[src/rtl/uart_tx_fifo_if.sv]
// uart_tx_fifo_if: byte handshake into the UART transmit FIFO.
// master supplies bytes, slave (the FIFO) returns ready.
interface uart_tx_fifo_if;
  logic [7:0] tx_data;
  logic       tx_valid;
  logic       tx_ready;

  modport master (
    output tx_data,
    output tx_valid,
    input  tx_ready
  );

  modport slave (
    input  tx_data,
    input  tx_valid,
    output tx_ready
  );
endinterface

[src/rtl/uart_tx_fifo.sv]
// uart_tx_fifo: 8N1 UART transmitter fed by a byte FIFO.
// Queued bytes go out back-to-back, LSB first, no idle gap.
module uart_tx_fifo #(
  parameter int CLK_FREQ   = 30_000_000,
  parameter int BAUD       = 115_200,
  parameter int FIFO_DEPTH = 8
) (
  input  logic                        clk,
  input  logic                        rst,
  uart_tx_fifo_if.slave               bus,
  output logic [$clog2(FIFO_DEPTH):0] fifo_count,
  output logic                        tx_out,
  output logic                        tx_busy,
  output logic                        tx_done
);

  localparam int CPB = CLK_FREQ / BAUD;
  localparam int CW  = (CPB > 2) ? $clog2(CPB) : 1;
  localparam int AW  = $clog2(FIFO_DEPTH);
  localparam int NW  = AW + 1;

  localparam logic [CW-1:0] LAST = CW'(CPB - 1);
  localparam logic [CW-1:0] PEN  = CW'(CPB - 2);
  localparam logic [NW-1:0] FULL = NW'(FIFO_DEPTH);

  localparam logic [1:0] IDLE  = 2'd0;
  localparam logic [1:0] START = 2'd1;
  localparam logic [1:0] DATA  = 2'd2;
  localparam logic [1:0] STOP  = 2'd3;

  if (CPB < 2) begin : g_bad_cpb
    $error("CLKS_PER_BIT must be >= 2");
  end

  if (FIFO_DEPTH < 2 ||
      (FIFO_DEPTH & (FIFO_DEPTH - 1)) != 0) begin : g_bad_depth
    $error("FIFO_DEPTH must be a power of 2 and >= 2");
  end

  logic [7:0]    mem [FIFO_DEPTH];
  logic [AW-1:0] wr_ptr;
  logic [AW-1:0] rd_ptr;
  logic [NW-1:0] count_nxt;
  logic          ready_q;
  logic [1:0]    state;
  logic [CW-1:0] baud_cnt;
  logic [2:0]    bit_idx;
  logic [7:0]    shift;
  logic          wr_en;
  logic          has_data;
  logic          bit_end;
  logic          pop;

  assign bus.tx_ready = ready_q;
  assign wr_en    = bus.tx_valid && ready_q;
  assign has_data = fifo_count != '0;
  assign bit_end  = baud_cnt == LAST;
  assign pop      = has_data &&
                    ((state == IDLE) ||
                     (state == STOP && bit_end));

  // next occupancy: a write and a pop in the same cycle cancel
  always_comb begin
    count_nxt = fifo_count;
    if (wr_en && !pop)
      count_nxt = fifo_count + NW'(1);
    else if (!wr_en && pop)
      count_nxt = fifo_count - NW'(1);
  end

  // FIFO pointers, occupancy and registered ready
  always_ff @(posedge clk) begin
    if (rst) begin
      wr_ptr     <= '0;
      rd_ptr     <= '0;
      fifo_count <= '0;
      ready_q    <= 1'b1;
    end else begin
      if (wr_en)
        wr_ptr <= wr_ptr + AW'(1);
      if (pop)
        rd_ptr <= rd_ptr + AW'(1);
      fifo_count <= count_nxt;
      ready_q    <= count_nxt != FULL;
    end
  end

  // FIFO storage; stale entries are harmless once pointers reset
  always_ff @(posedge clk) begin
    if (wr_en)
      mem[wr_ptr] <= bus.tx_data;
  end

  // frame sequencer: start bit, 8 data bits LSB first, stop bit
  always_ff @(posedge clk) begin
    if (rst) begin
      state    <= IDLE;
      tx_out   <= 1'b1;
      tx_busy  <= 1'b0;
      tx_done  <= 1'b0;
      baud_cnt <= '0;
      bit_idx  <= '0;
      shift    <= '0;
    end else begin
      tx_done <= (state == STOP) && (baud_cnt == PEN);
      unique case (state)
        IDLE: begin
          baud_cnt <= '0;
          tx_out   <= 1'b1;
          if (has_data) begin
            shift   <= mem[rd_ptr];
            state   <= START;
            tx_out  <= 1'b0;
            tx_busy <= 1'b1;
          end
        end
        START: begin
          if (bit_end) begin
            baud_cnt <= '0;
            bit_idx  <= '0;
            state    <= DATA;
            tx_out   <= shift[0];
          end else begin
            baud_cnt <= baud_cnt + CW'(1);
          end
        end
        DATA: begin
          if (bit_end) begin
            baud_cnt <= '0;
            if (bit_idx == 3'd7) begin
              state  <= STOP;
              tx_out <= 1'b1;
            end else begin
              shift   <= shift >> 1;
              tx_out  <= shift[1];
              bit_idx <= bit_idx + 3'd1;
            end
          end else begin
            baud_cnt <= baud_cnt + CW'(1);
          end
        end
        STOP: begin
          if (bit_end) begin
            baud_cnt <= '0;
            if (has_data) begin
              shift  <= mem[rd_ptr];
              state  <= START;
              tx_out <= 1'b0;
            end else begin
              state   <= IDLE;
              tx_busy <= 1'b0;
            end
          end else begin
            baud_cnt <= baud_cnt + CW'(1);
          end
        end
        default: begin
          state   <= IDLE;
          tx_out  <= 1'b1;
          tx_busy <= 1'b0;
        end
      endcase
    end
  end

endmodule

[src/flat_wrapper.sv]
// flat-port wrapper written by rule: the top's interface ports become plain ports
module uart_tx_fifo_flat 
#(
  parameter int CLK_FREQ   = 30_000_000,
  parameter int BAUD       = 115_200,
  parameter int FIFO_DEPTH = 8
)
  (clk, rst, fifo_count, tx_out, tx_busy, tx_done, bus_tx_data, bus_tx_valid, bus_tx_ready);
  uart_tx_fifo_if bus_i ();
  input  logic clk;
  input  logic rst;
  output logic [$clog2(FIFO_DEPTH):0] fifo_count;
  output logic tx_out;
  output logic tx_busy;
  output logic tx_done;
  input wire logic [$bits(bus_i.tx_data)-1:0] bus_tx_data;
  input wire logic [$bits(bus_i.tx_valid)-1:0] bus_tx_valid;
  output wire logic [$bits(bus_i.tx_ready)-1:0] bus_tx_ready;
  assign bus_i.tx_data = bus_tx_data;
  assign bus_i.tx_valid = bus_tx_valid;
  assign bus_tx_ready = bus_i.tx_ready;
  uart_tx_fifo #(.CLK_FREQ(CLK_FREQ), .BAUD(BAUD), .FIFO_DEPTH(FIFO_DEPTH)) u_core (.clk(clk), .rst(rst), .bus(bus_i), .fifo_count(fifo_count), .tx_out(tx_out), .tx_busy(tx_busy), .tx_done(tx_done));
endmodule
[config.mk]
export PLATFORM = sky130hd
export DESIGN_NAME = uart_tx_fifo_flat
export DESIGN_NICKNAME = d
export VERILOG_FILES = /design/src/rtl/uart_tx_fifo_if.sv /design/src/rtl/uart_tx_fifo.sv /design/src/flat_wrapper.sv
export SDC_FILE = /design/constraint.sdc
export NUM_CORES = 1
export LEC_CHECK = 0
export BUFFER_PORTS_ARGS = -buffer_cell sky130_fd_sc_hd__buf_2
export CAP_MARGIN = 25
export CORE_ASPECT_RATIO = 1.4
export CORE_MARGIN = 1
export CORE_UTILIZATION = 55
export CTS_CLUSTER_SIZE = 16
export DETAILED_ROUTE_END_ITERATION = 12
export PLACE_DENSITY_LB_ADDON = 0.2
export SLEW_MARGIN = 20
export SYNTH_ARGS = -nofsm -noshare
export SYNTH_HDL_FRONTEND = slang
export SYNTH_SLANG_ARGS = --single-unit
[constraint.sdc]
create_clock -name clk -period 2.6 [get_ports clk]
set_clock_uncertainty 0.1 [all_clocks]
set_input_delay 0.26 -clock clk [delete_from_list [all_inputs] [get_ports clk]]
set_output_delay 0.26 -clock clk [all_outputs]
set_load 0.01 [all_outputs]
## Yosys cells after proc, flatten, opt, wreduce, memory -nomap -nowiden

Memory sizes are Yosys's and may differ from the RTL's. A register that Yosys moved wholly into a read port is not among the register bits.
Index checks and enable logic that the tools add are counted.

| cells by class | value |
|---|---|
| mux-type cells | 35 |
| $add $sub $neg | 6 |
| order comparisons | 0 |
| bitwise gates (word level) | 0 |
| div/mod/pow operators | 0 |
| shift operators | 0 |
| multipliers | 0 |
| reductions and logical operators | 20 |
| eq/ne operators | 15 |

Operators with widths:

| kind | number |
|---|---|
| two-way mux 8 bit | 4 |
| one-hot mux 8 bit (3 select lines) | 1 |
| == test 9 bit, second input constant | 2 |
| one-hot mux 9 bit (2 select lines) | 1 |
| AND reduction 4 bit | 4 |
| two-way mux 3 bit | 5 |
| two-way mux 1 bit | 12 |
| inequality test 2 x 1 -> 1 bit, second input constant | 6 |
| two-way mux 2 bit | 5 |
| adder 3 x 1 -> 3 bit, second input constant | 3 |
| adder 9 x 1 -> 9 bit, second input constant | 1 |
| two-way mux 9 bit | 1 |
| two-way mux 4 bit | 2 |
| one-hot mux 2 bit (4 select lines) | 1 |
| logical AND 1 bit | 6 |
| one-hot mux 3 bit (2 select lines) | 1 |
| AND reduction 5 bit | 1 |
| adder 4 x 1 -> 4 bit, second input constant | 1 |
| == test 2 bit, second input constant | 2 |
| inequality test 2 bit, second input constant | 2 |
| inequality test 4 bit, second input constant | 1 |
| one-hot mux 1 bit (4 select lines) | 1 |
| nonzero test 2 bit | 2 |
| nonzero test 4 bit | 1 |
| 9 further kinds | 10 |

| word-level totals | value |
|---|---|
| bits in latches | 0 |
| register bits after elaboration | 36 |
| memories | 1 |
| logic and storage cells | 88 |
| ROM bits | 0 |
| input bits | 11 |
| output and inout bits | 8 |
| memory bits (writable) | 64 |

Memories:

| name | words | width | read ports | clocked after memory_dff | wr ports | line | RTL |
|---|---|---|---|---|---|---|---|
| u_core.mem | 8 | 8 | 1 | 1 | 1 | uart_tx_fifo.sv:40 | `logic [7:0] mem [FIFO_DEPTH];` |

## Longest topological paths before layout

Gate-level depths: netlist of the first run.

| logic depth | value |
|---|---|
| depth after elaboration | 8 |
| depth in mapped cells | 7 |
| depth with buffers taken out | 7 |

## Worst setup path after synthesis of the first run

Ideal clock, no wire load.

| path | value |
|---|---|
| path kind | register to register |
| start point | register u_core.fifo_count[0] |
| end point | register u_core.ready_q (netlist: u_core.bus.tx_ready) |
| library setup time | 128 ps |
| path slack | 577 ps |
| cell stages (with the launch flop) | 8 |
| period minus slack after synthesis | 2023 ps |
| data arrival time | 1795 ps |
| buffers on the path | 0 |
| data required time | 2372 ps |
| cell sequence | dfxtp_1 > inv_1 > ha_1 > nor3b_1 > nor2_1 > mux2i_1 > xnor2_1 > nand3_1 |

| between the ends | value |
|---|---|
| cells in the longest elaborated chain, start to end | 6 |
| elaborated cells between the ends (all ways) | 10 |
| those cells by class | add/sub (2); eq/ne (1); mux (2); reduce/logical (5) |

Ends and longest elaborated chain:

| what | line | RTL |
|---|---|---|
| start, declared | uart_tx_fifo.sv:11 | `output logic [$clog2(FIFO_DEPTH):0] fifo_count,` |
| start signal, assigned | uart_tx_fifo.sv:83 | `fifo_count <= count_nxt;` |
| branches (longest 4 deep; another with subtractor 4 x 1 -> 4 bit) | n/a |  |
| two-way mux 4 bit * | uart_tx_fifo.sv:65 | `if (wr_en && !pop)` |
| inequality test 4 bit * | uart_tx_fifo.sv:84 | `ready_q <= count_nxt != FULL;` |
| end signal, assigned | uart_tx_fifo.sv:77 | `ready_q <= 1'b1;` |
| end signal, assigned | uart_tx_fifo.sv:84 |  |
| end, declared | uart_tx_fifo.sv:44 | `logic ready_q;` |

Every way passes the cells marked *.
A chain may end at the register's enable or synchronous reset.

## Worst setup path after layout of the first run

| path | value |
|---|---|
| start point | register u_core.fifo_count[0] |
| end point | register u_core.shift[5] |

| between the ends | value |
|---|---|
| cells in the longest elaborated chain, start to end | 4 |

Ends and longest elaborated chain:

| what | line | RTL |
|---|---|---|
| nonzero test 4 bit * | uart_tx_fifo.sv:56 | `assign has_data = fifo_count != '0;` |
| two-way mux 8 bit * | n/a |  |
| two-way mux 8 bit | n/a |  |
| one-hot mux 8 bit (3 select lines) * | n/a |  |
| end signal, assigned | uart_tx_fifo.sv:111 | `shift <= mem[rd_ptr];` |
| end signal, assigned | uart_tx_fifo.sv:134 | `shift <= shift >> 1;` |
| end signal, assigned | uart_tx_fifo.sv:146 | `shift <= mem[rd_ptr];` |
| end, declared | uart_tx_fifo.sv:48 | `logic [7:0] shift;` |

Mark *: on every way between the ends. The rest lies on a longest branch, timed or not. The select of a mux whose other input is x is not followed.

==> results of run 1 <==
-- per-stage QoR --
stage | area [um2] | hold slack (ns) | setup slack (ns)
after floorplan | 4335 | 0.2589 | 0.5771
after global placement | 4602 | 0.3638 | 0.4507
after detailed placement | 4602 | 0.3704 | 0.3868
after CTS | 4835 | 0.03102 | 0.3735
after global routing | 4835 | 0.02814 | 0.2162
final | 4835 | 0.04392 | 0.3777
-- layout by cell type (no fill, tap or decap), types with 9 or more instances in the layout --
master    instances
o21ai_0          13
buf_2            18
nand2_1          24
mux2i_1          20
mux4_2           16
nor2_1           39
edfxtp_1         64
ha_1             14
buf_4            14
clkbuf_8          9
dfxtp_1          39
-- sequential cells by signal (all words and copies together), names as in the netlist, 2 cells and up, named ones only --
| register | cells |
|---|---|
| u_core.baud_cnt | 9 |
| u_core.rd_ptr | 3 |
| u_core.state | 2 |
| u_core.fifo_count | 4 |
| u_core.bit_idx | 3 |
| u_core.wr_ptr | 3 |
| u_core.shift | 8 |
| u_core.mem | 64 |
-- final cells by class --
type / count / share of cell area
clock buffers: 9 / 0.02562
repair buffers: 32 / 0.04037
clock inverters: 7 / 0.02252
flip-flops and latches: 103 / 0.5590
multi-input cells: 197 / 0.3235
well taps: 97 / 0.02510
inverters: 5 / 0.003882
-- layer usage --
| metal | vias to the layer above | global-route usage | wire length, um |
|---|---|---|---|
| li1 | 1232 | - | - |
| met1 | 1243 | 0.2309 | 3158 |
| met2 | 52 | 0.3546 | 4003 |
| met3 | 12 | 0.04851 | 223 |
| met4 | 0 | 0.09299 | 134 |
| met5 | - | 0 | 0 |
-- cell families (layout without fill, tap and decap cells) --
group,Yosys count,in the layout,share of synthesized area
mux,37,37,0.1319
fa+ha+maj,14,14,0.04040
compound gates,41,41,0.06379
buf+inv,17,53,0.01587
simple gates,92,92,0.09841
xor+xnor,13,13,0.02626
flops,103,103,0.6234
-- Yosys cell counts (6+ instances only) --
cell,number,share of area
mux4_2,16,0.083
o21ai_0,13,0.015
mux2i_1,20,0.046
nand3_1,8,0.0092
edfxtp_1,64,0.44
clkbuf_1,7,0.0061
a21oi_1,8,0.0092
dfxtp_1,39,0.18
xnor2_1,7,0.014
xor2_1,6,0.012
nand2_1,24,0.021
nor2_1,39,0.034
ha_1,14,0.040
-- power breakdown --
group / total (mW) / internal [mW] / switching (mW)
clock: 1.16 / 0.566 / 0.595
combinational: 1.31 / 0.635 / 0.674
sequential: 2.04 / 1.91 / 0.134
-- path summary, 6_finish.rpt --
| check | to | from | slack (ns) |
|---|---|---|---|
| min reg2reg | u_core.baud_cnt[0] | u_core.baud_cnt[0] | 0.39 |
| min | u_core.mem[5][7] | bus_tx_data[7] | 0.04 |
| max | u_core.shift[5] | u_core.fifo_count[0] | 0.38 |
| max reg2reg | u_core.shift[5] | u_core.fifo_count[0] | 0.38 |
==> summary.md, run 1 <==
| Metric | Value |
|---|---|
| Worst Hold Depth | `1` |
| RSZ-0062 raised after global routing | `false` |
| CTS Hold Bufs | `0` |
| Crit end category | `register` |
| Final hold violations | `0` |
| Clock-pin slew on the worst setup and hold paths | `~0.1 ns` |
| CP Data Required Time | `approximately 2.8 ns` |
| DRC violations left | `0` |
| Top delay family on crit path | `compound AO/OA/AOI/OAI gates` |
| Final HPWL DP | `around 5100 um` |
| Post-CTS Setup Bufs | `0` |
| First-pass GRT wire length | `roughly 12,000 um` |
| Clock latency on the worst-skew pair | `~0.37 ns` |
| Final Setup Violations | `0` |
| Worst setup path class | `register to register` |
| Minimum clock period | `2.222 ns` |
| Drt wl/cell | `approximately 17 um` |
| Die Ht | `roughly 110 um` |
| Clock Sink Count | `about 100` |
| Startpoint types | `register` |
| Count of cell types in the netlist | `44` |
| IO Count | `19` |
| TNS Setup | `0 ns` |
| Total power | `between 4 and 5 mW` |
| Post-Route WL | `7520 um` |
| Area grow syn2layout | `11.52%` |
| Worst EP arrival | `approximately 2.4 ns` |
| Multi-input logic area | `1564 um2` |
| Sequential Area | `~2700 um2` |
| Crit-path max FO | `8` |
| Initial Util | `0.5781` |
| Worst-path cell chain | `inv_1 -> ha_1 -> nor3b_1 -> buf_4 -> a211o_1 -> a21oi_4 -> mux2i_1 -> nor2_1` |
| Syn_nets | `roughly 340` |
| Final period util | `0.8547` |
| ANT cells | `0` |
| Cell area after synthesis | `~4300 um2` |
| Fill count | `578` |
| Synth warnings | `0` |
| Vias in the first global route | `approximately 2.5k` |
| Primary flip-flop cell chosen by synthesis mapping | `edfxtp_1` |
| Critical Path Stages | `8` |
| Initial DRC count | `100` |
| Reg2Reg Depth | `8` |
| Drt pass-1 iters | `4` |
| Routed Antenna Nets | `0` |
| Yosys reg bits | `a little over 100` |
| Relative slew margins | `0.6403` |
| Largest net degree at the start of global routing | `30` |
| CTS resizes | `0` |
| TritonCTS clock tree | `done` |
| H-tree Lvls | `3` |
| Initial antenna violation count | `0` |
| Worst Tran Pin Value | `0.5395 ns` |
| Max-slew violations | `0` |
| Maximum clock frequency | `450.0 MHz` |
| HP Class | `input port to register` |
| Synth async-reset ratio | `0` |
| Chip width | `77.04 um` |
| Fin util | `0.6446` |
| Max_cap viols | `0` |
| Seq/Total Area, Yosys | `0.6234` |
| Ratio of cells with drive above 1 in the final layout | `0.2011` |
| Worst path bufs/invs | `2` |
| Max incr delay on CP | `between 0.4 and 0.5 ns` |
| Vias | `2,539` |
| IR drop worst, VDD | `about 0.67 mV` |
| Number of synthesized flops with an enable pin | `64` |
| Num rows | `37` |
| Average size of a mapped cell | `13.68 um2` |
| Placed cells | `434` |
| Core Box Area | `7500 um2` |
| GRT Util Overall | `0.2015` |
| Max Root-Sink Buffers | `2` |
| IO buf count | `18` |
| CTS Buf Count | `9` |
| PD cells | `just over 900 nW/um2` |
| Fin cells | `450` |
| CTS root buf | `clkbuf_8` |
| Drt via density | `about 5.6` |
| Die area | `between 8000 and 9000 um2` |
| Cells after synthesis | `317` |
| Status | `finished clean` |
| Final #Nets | `~370` |
| Final Wtd Congestion | `approximately 0.84` |
| Slowest CP cell | `dfxtp_1` |
| Lkg Pwr | `approximately 1.7 nW` |
| Global route overflow | `0` |
No activity file was read; power rests on OpenSTA's default activity.
==> run 2, diff against run 1 <==
CTS_BUF_LIST = sky130_fd_sc_hd__clkbuf_16   (was not set)
==> run 2 against run 1 <==
- utilization rose by 1.4 points
- maximum frequency grew 0.35%
- critical path type unchanged
- die area unchanged
==> summary.md, run 2 (synthesis results as in run 1) <==
| Metric | Value |
|---|---|
| Fin util | `0.6582 (+0.01351)` |
| Min Hold Slack | `0.06768 ns (+0.02375 ns)` |
| Final Wtd Congestion | `0.8433 (unchanged)` |
| Commonest non-fill, non-tap cell in the layout | `edfxtp_1` |
| Ratio of cells with drive above 1 in the final layout | `0.2011 (unchanged)` |
| Post-CTS Setup Bufs | `0 (unchanged)` |
| Num rows | `37 (unchanged)` |
| Crit-path max FO | `7 (-1)` |
| Worst Tran Pin Value | `0.5391 ns (-0.0003829 ns)` |
| Final hold violations | `0 (unchanged)` |
| Lkg Pwr | `1.732 nW (+2.7%)` |
| Placed cells | `434 (unchanged)` |
| Vias in the first global route | `2,510 (+1.3%)` |
| Hold_sp | `bus_tx_data[7]` |
| Global route overflow | `0 (unchanged)` |
| Max-slew violations | `0 (unchanged)` |
| Worst Hold End | `u_core.mem[6][7]` |
| Post-Route WL | `7709 um (+2.5%)` |
| Worst setup path class | `register to register` |
| Drt pass-1 iters | `4 (unchanged)` |
| TritonCTS clock tree | `done` |
| Dpl ws | `0.3868 ns (unchanged)` |
| DRC violations left | `0 (unchanged)` |
| IR drop worst, VDD | `0.7200 mV (+6.9%)` |
| Status | `finished clean` |
| Max Root-Sink Buffers | `2 (unchanged)` |
| Die Ht | `107.1 um (unchanged)` |
| IO Count | `19 (unchanged)` |
| CTS Hold Bufs | `0 (unchanged)` |
| Final Setup Violations | `0 (unchanged)` |
| Reg2reg setup slack | `0.39 ns (about the same)` |
| Chip width | `77.04 um (unchanged)` |
| Reg2Reg Depth | `8 (unchanged)` |
| Top Registers | `u_core.mem (64), u_core.baud_cnt (9), u_core.shift (8)` |
| Initial DRC count | `81 (-19%)` |
| RR Endpoint | `u_core.bus.tx_ready` |
| Minimum clock period | `2.215 ns (-0.007693 ns)` |
| HP Class | `input port to register` |
| CP Data Required Time | `2.73 ns (-0.02 ns)` |
| Worst Hold Depth | `1 (unchanged)` |
| Final #Nets | `373 (unchanged)` |
| Relative slew margins | `0.6406 (about the same)` |
| Core Box Area | `7500 um2 (unchanged)` |
| Largest Register | `u_core.mem` |
| Final instance area | `4936 um2 (+2.1%)` |
| Worst EP arrival | `2.35 ns (-0.02 ns)` |
| Clock-pin slew on the worst setup and hold paths | `0.07 ns (-0.03 ns)` |
| GRT Util Overall | `0.2059 (+0.004334)` |
| Max_cap viols | `0 (unchanged)` |
| Final period util | `0.8518 (-0.002959)` |
| Area after DPL | `4602 um2 (unchanged)` |
| First-pass GRT wire length | `12,350 um (+2.1%)` |
| Vias | `2,542 (+0.12%)` |
| CTS Buf Count | `9 (unchanged)` |
| Worst setup margin | `0.3854 ns (+0.007693 ns)` |
| PD cells | `984.8 nW/um2 (+5.5%)` |
| Clock latency on the worst-skew pair | `0.35 ns (-0.02 ns)` |
| Leading cell types in the layout, fill and taps excluded | `edfxtp_1 (64), nor2_1 (39), dfxtp_1 (39)` |
| Worst r2r src | `u_core.fifo_count[0]` |
| RSZ-0062 raised after global routing | `false` |
| Total power | `4.861 mW (+7.7%)` |
| Maximum clock frequency | `451.5 MHz (+0.35%)` |
| Final HPWL DP | `5062 um (unchanged)` |
| CTS root buf | `clkbuf_16` |
| Max incr delay on CP | `0.50 ns (+0.04 ns)` |
| Routed Antenna Nets | `0 (unchanged)` |
| Area grow syn2layout | `13.85%` |
| Drt via density | `5.649 (+0.12%)` |
| Clock Sink Count | `103 (unchanged)` |
| TNS Setup | `0 ns (unchanged)` |
| H-tree Lvls | `3 (unchanged)` |
| IO buf count | `18 (unchanged)` |
| CTS resizes | `0 (unchanged)` |
| Die area | `8247 um2 (unchanged)` |
| Drt wl/cell | `17.13 um (+2.5%)` |
| Fin cells | `450 (unchanged)` |
| Initial antenna violation count | `0 (unchanged)` |
| ANT cells | `0 (unchanged)` |
| Startpoint types | `register` |
| Largest net degree at the start of global routing | `30 (unchanged)` |
| Initial Util | `0.5781 (unchanged)` |
| Crit end category | `register` |
| Worst-path cell chain | `inv_1 -> ha_1 -> nor3b_1 -> buf_4 -> or3_2 -> mux2i_1 -> a32o_1 -> nand3_1` |
| Max FFs per register | `64 (unchanged)` |
| Slowest CP cell | `or3_2` |
run 2: cell count changes in the layout (fill, tap and decap cells not counted):
cell | previous run | this run
clkbuf_8 | 9 | 0
clkbuf_16 | 0 | 9
run 2: layout make-up:
type,instances,area [um2]
Sequential cell,103,2703
Fill cell,566,2564
Multi-Input combinational cell,197,1564
Clock buffer,9,225.2
Timing Repair Buffer,32,195.2
Tap cell,97,121.4
Clock inverter,7,108.9
Inverter,5,18.77
run 2: per-layer routing:
layer  vias up  GRT usage  wire, um
li1       1237          -         -
met1      1248     0.2311      3169
met2        48     0.3750      4170
met3         9    0.03830       215
met4         0    0.09704       153
met5         -          0         0
run 2: report_power, final:
| group | internal, mW | switching [mW] |
|---|---|---|
| registers | 1.91 | 0.136 |
| clock network | 0.868 | 0.636 |
| logic | 0.636 | 0.678 |
run 2: worst max-delay path: cells and delay by family, from the launching register on:
| family | cells | cell delay (ns) |
|---|---|---|
| adder cells (fa/ha/maj) | 1 | 0.22 |
| flip-flops | 1 | 0.45 |
| multiplexers | 1 | 0.18 |
| AND/OR/NAND/NOR | 3 | 0.76 |
| AO/OA/AOI/OAI | 1 | 0.16 |
| buffers and inverters | 2 | 0.23 |
run 2: worst max-delay path by stage:
stage                                      to  cells past startpoint            startpoint
after floorplan           u_core.bus.tx_ready                      7  u_core.fifo_count[0]
after global placement        u_core.shift[5]                      8  u_core.fifo_count[0]
after detailed placement  u_core.bus.tx_ready                      6    u_core.baud_cnt[5]
after CTS                     u_core.shift[5]                      8  u_core.fifo_count[0]
after global routing          u_core.shift[7]                      8  u_core.fifo_count[0]
final                     u_core.bus.tx_ready                      8  u_core.fifo_count[0]
==> run 3, diff against run 2 <==
==> constraint.sdc (replaced) <==
create_clock -name clk -period 2.6 [get_ports clk]
set_clock_uncertainty 0.1 [all_clocks]
set_input_delay 0.52 -clock clk [delete_from_list [all_inputs] [get_ports clk]]
set_output_delay 0.52 -clock clk [all_outputs]
set_load 0.01 [all_outputs]
==> run 3 against run 2 <==
- first-iteration DRC count did not move
- count of clock-buffer cells in the layout unchanged
- maximum frequency is 0.76% lower
- hold slack improved by 0.27 ns
- register-to-register slack worse by 0.02 ns
- critical path type unchanged
- critical endpoint is now u_core.shift[4]
- highest routed layer unchanged
==> summary.md, run 3 (synthesis results as in run 1) <==
| Metric | Value |
|---|---|
| First-pass GRT wire length | `12,110 um (-2.0%)` |
| Die Ht | `107.1 um (unchanged)` |
| Minimum clock period | `2.232 ns (+0.01703 ns)` |
| Dpl ws | `0.3662 ns (-0.02060 ns)` |
| Worst r2r src | `u_core.fifo_count[0]` |
| Worst Tran Pin Value | `0.5699 ns (+0.03075 ns)` |
| H-tree Lvls | `3 (unchanged)` |
| Worst path bufs/invs | `2 (unchanged)` |
| Slowest CP cell | `dfxtp_1` |
| Fill count | `579 (+2.3%)` |
| Worst-path cell chain | `inv_1 -> ha_1 -> nor3b_1 -> buf_4 -> a211o_1 -> a21oi_4 -> mux2i_1 -> nor2_1` |
| Reg2reg setup slack | `0.37 ns (-0.02 ns)` |
| Crit-path max FO | `8 (+1)` |
| Leading cell types in the layout, fill and taps excluded | `edfxtp_1 (64), nor2_1 (39), dfxtp_1 (39)` |
| Commonest non-fill, non-tap cell in the layout | `edfxtp_1` |
| Max FFs per register | `64 (unchanged)` |
| Area grow syn2layout | `13.45%` |
| Worst EP arrival | `2.34 ns (about the same)` |
| Crit end category | `register` |
| Worst Hold Depth | `1 (unchanged)` |
| Largest Register | `u_core.mem` |
| Initial DRC count | `81 (unchanged)` |
| Status | `finished clean` |
| Top Registers | `u_core.mem (64), u_core.baud_cnt (9), u_core.shift (8)` |
| IR drop worst, VDD | `0.5496 mV (-24%)` |
| PD cells | `954.1 nW/um2 (-3.1%)` |
| Global route overflow | `0 (unchanged)` |
| Max_cap viols | `0 (unchanged)` |
| CTS Buf Count | `9 (unchanged)` |
| Fin cells | `451 (+0.22%)` |
| Drt via density | `5.576 (-1.3%)` |
| Top delay family on crit path | `compound AO/OA/AOI/OAI gates` |
| Final #Nets | `374 (+0.27%)` |
| Num rows | `37 (unchanged)` |
| Post-CTS Setup Bufs | `0 (unchanged)` |
| IO buf count | `18 (unchanged)` |
| Reg2Reg Depth | `8 (unchanged)` |
| Final Wtd Congestion | `0.8315 (-1.4%)` |
| Vias in the first global route | `2,508 (-0.080%)` |
| Final instance area | `4918 um2 (-0.35%)` |
| Drt wl/cell | `16.70 um (-2.5%)` |
| Area after DPL | `4609 um2 (+0.16%)` |
| Worst setup margin | `0.3683 ns (-0.01703 ns)` |
| Clock Sink Count | `103 (unchanged)` |
| Max incr delay on CP | `0.44 ns (-0.06 ns)` |
| Initial antenna violation count | `0 (unchanged)` |
| Max Root-Sink Buffers | `2 (unchanged)` |
| Maximum clock frequency | `448.1 MHz (-0.76%)` |
| Routed Antenna Nets | `0 (unchanged)` |
| HP Class | `input port to register` |
| Drt pass-1 iters | `4 (unchanged)` |
| Worst setup path class | `register to register` |
| Relative slew margins | `0.6196 (-0.02102)` |
| Crit path from | `u_core.fifo_count[0]` |
| Worst setup path end | `u_core.shift[4]` |
| Final HPWL DP | `5000 um (-1.2%)` |
| Final period util | `0.8583 (+0.006551)` |
| Final Setup Violations | `0 (unchanged)` |
| CTS Hold Bufs | `0 (unchanged)` |
| IO Count | `19 (unchanged)` |
| Clock latency on the worst-skew pair | `0.34 ns (about the same)` |
| Critical Path Stages | `8 (unchanged)` |
| TritonCTS clock tree | `done` |
| Initial Util | `0.5781 (unchanged)` |
| Chip width | `77.04 um (unchanged)` |
| Die area | `8247 um2 (unchanged)` |
| Core Box Area | `7500 um2 (unchanged)` |
| Fin util | `0.6558 (-0.002336)` |
| Largest net degree at the start of global routing | `30 (unchanged)` |
| RSZ-0062 raised after global routing | `false` |
| Ratio of cells with drive above 1 in the final layout | `0.2034 (+0.002257)` |
| Clock-pin slew on the worst setup and hold paths | `0.08 ns (about the same)` |
| Post-Route WL | `7530 um (-2.3%)` |
| Sequential Area | `2703 um2 (unchanged)` |
| ANT cells | `0 (unchanged)` |
| Placed cells | `435 (+0.23%)` |
| GRT Util Overall | `0.2007 (-0.005157)` |
| Final hold violations | `0 (unchanged)` |
| CTS resizes | `0 (unchanged)` |
| Startpoint types | `register` |
| RR Endpoint | `u_core.shift[4]` |
| CP Data Required Time | `2.71 ns (-0.02 ns)` |
| CTS root buf | `clkbuf_16` |
| Multi-input logic area | `1564 um2 (unchanged)` |
| Vias | `2,515 (-1.1%)` |
| DRC violations left | `0 (unchanged)` |
| TNS Setup | `0 ns (unchanged)` |
| Lkg Pwr | `1.722 nW (-0.59%)` |
| Max-slew violations | `0 (unchanged)` |
-- run 3: cell count changes in the layout (fill, tap and decap cells not counted), sizes merged --
cell / delta
buf: +1
clkinv: +4
bufinv: -2
inv: -2
-- run 3: report_power, final --
| part | switching, mW | internal, mW | total [mW] |
|---|---|---|---|
| Combinational | 0.676 | 0.643 | 1.32 |
| Sequential | 0.136 | 1.91 | 2.04 |
| Clock | 0.644 | 0.686 | 1.33 |
| Total | 1.46 | 3.24 | 4.69 |
-- run 3: cell type report --
| class | count | share of cell area |
|---|---|---|
| Clock buffer | 9 | 0.04579 |
| Timing Repair Buffer | 33 | 0.04121 |
| Tap cell | 97 | 0.02468 |
| Sequential cell | 103 | 0.5495 |
| Multi-Input combinational cell | 197 | 0.3180 |
| Clock inverter | 7 | 0.01704 |
| Inverter | 5 | 0.003816 |
-- run 3: worst min path at each step --
stage	end	start
CTS	u_core.mem[7][2]	bus_tx_data[2]
floorplan	u_core.baud_cnt[0]	u_core.baud_cnt[0]
global route	u_core.mem[7][2]	bus_tx_data[2]
global placement	u_core.baud_cnt[0]	u_core.baud_cnt[0]
detailed placement	u_core.tx_done	u_core.baud_cnt[8]
finish	u_core.mem[7][2]	bus_tx_data[2]
-- run 3: layer usage --
layer  global-route usage  vias to the layer above  wire length [um]
li1                     -                     1247                 -
met1               0.2387                     1228              3257
met2               0.3546                       31              3988
met3              0.04596                        9               154
met4              0.07278                        0               130
met5                    0                        -                 0
-- run 3: through the flow --
step | hold WS, ns | total power, mW
2_1_floorplan | 0.3409 | 3.078
3_3_place_gp | 0.3627 | 3.364
3_5_place_dp | 0.3824 | 3.409
4_1_cts | 0.3294 | 4.737
5_1_grt | 0.3311 | 4.961
6_report | 0.3383 | 4.693
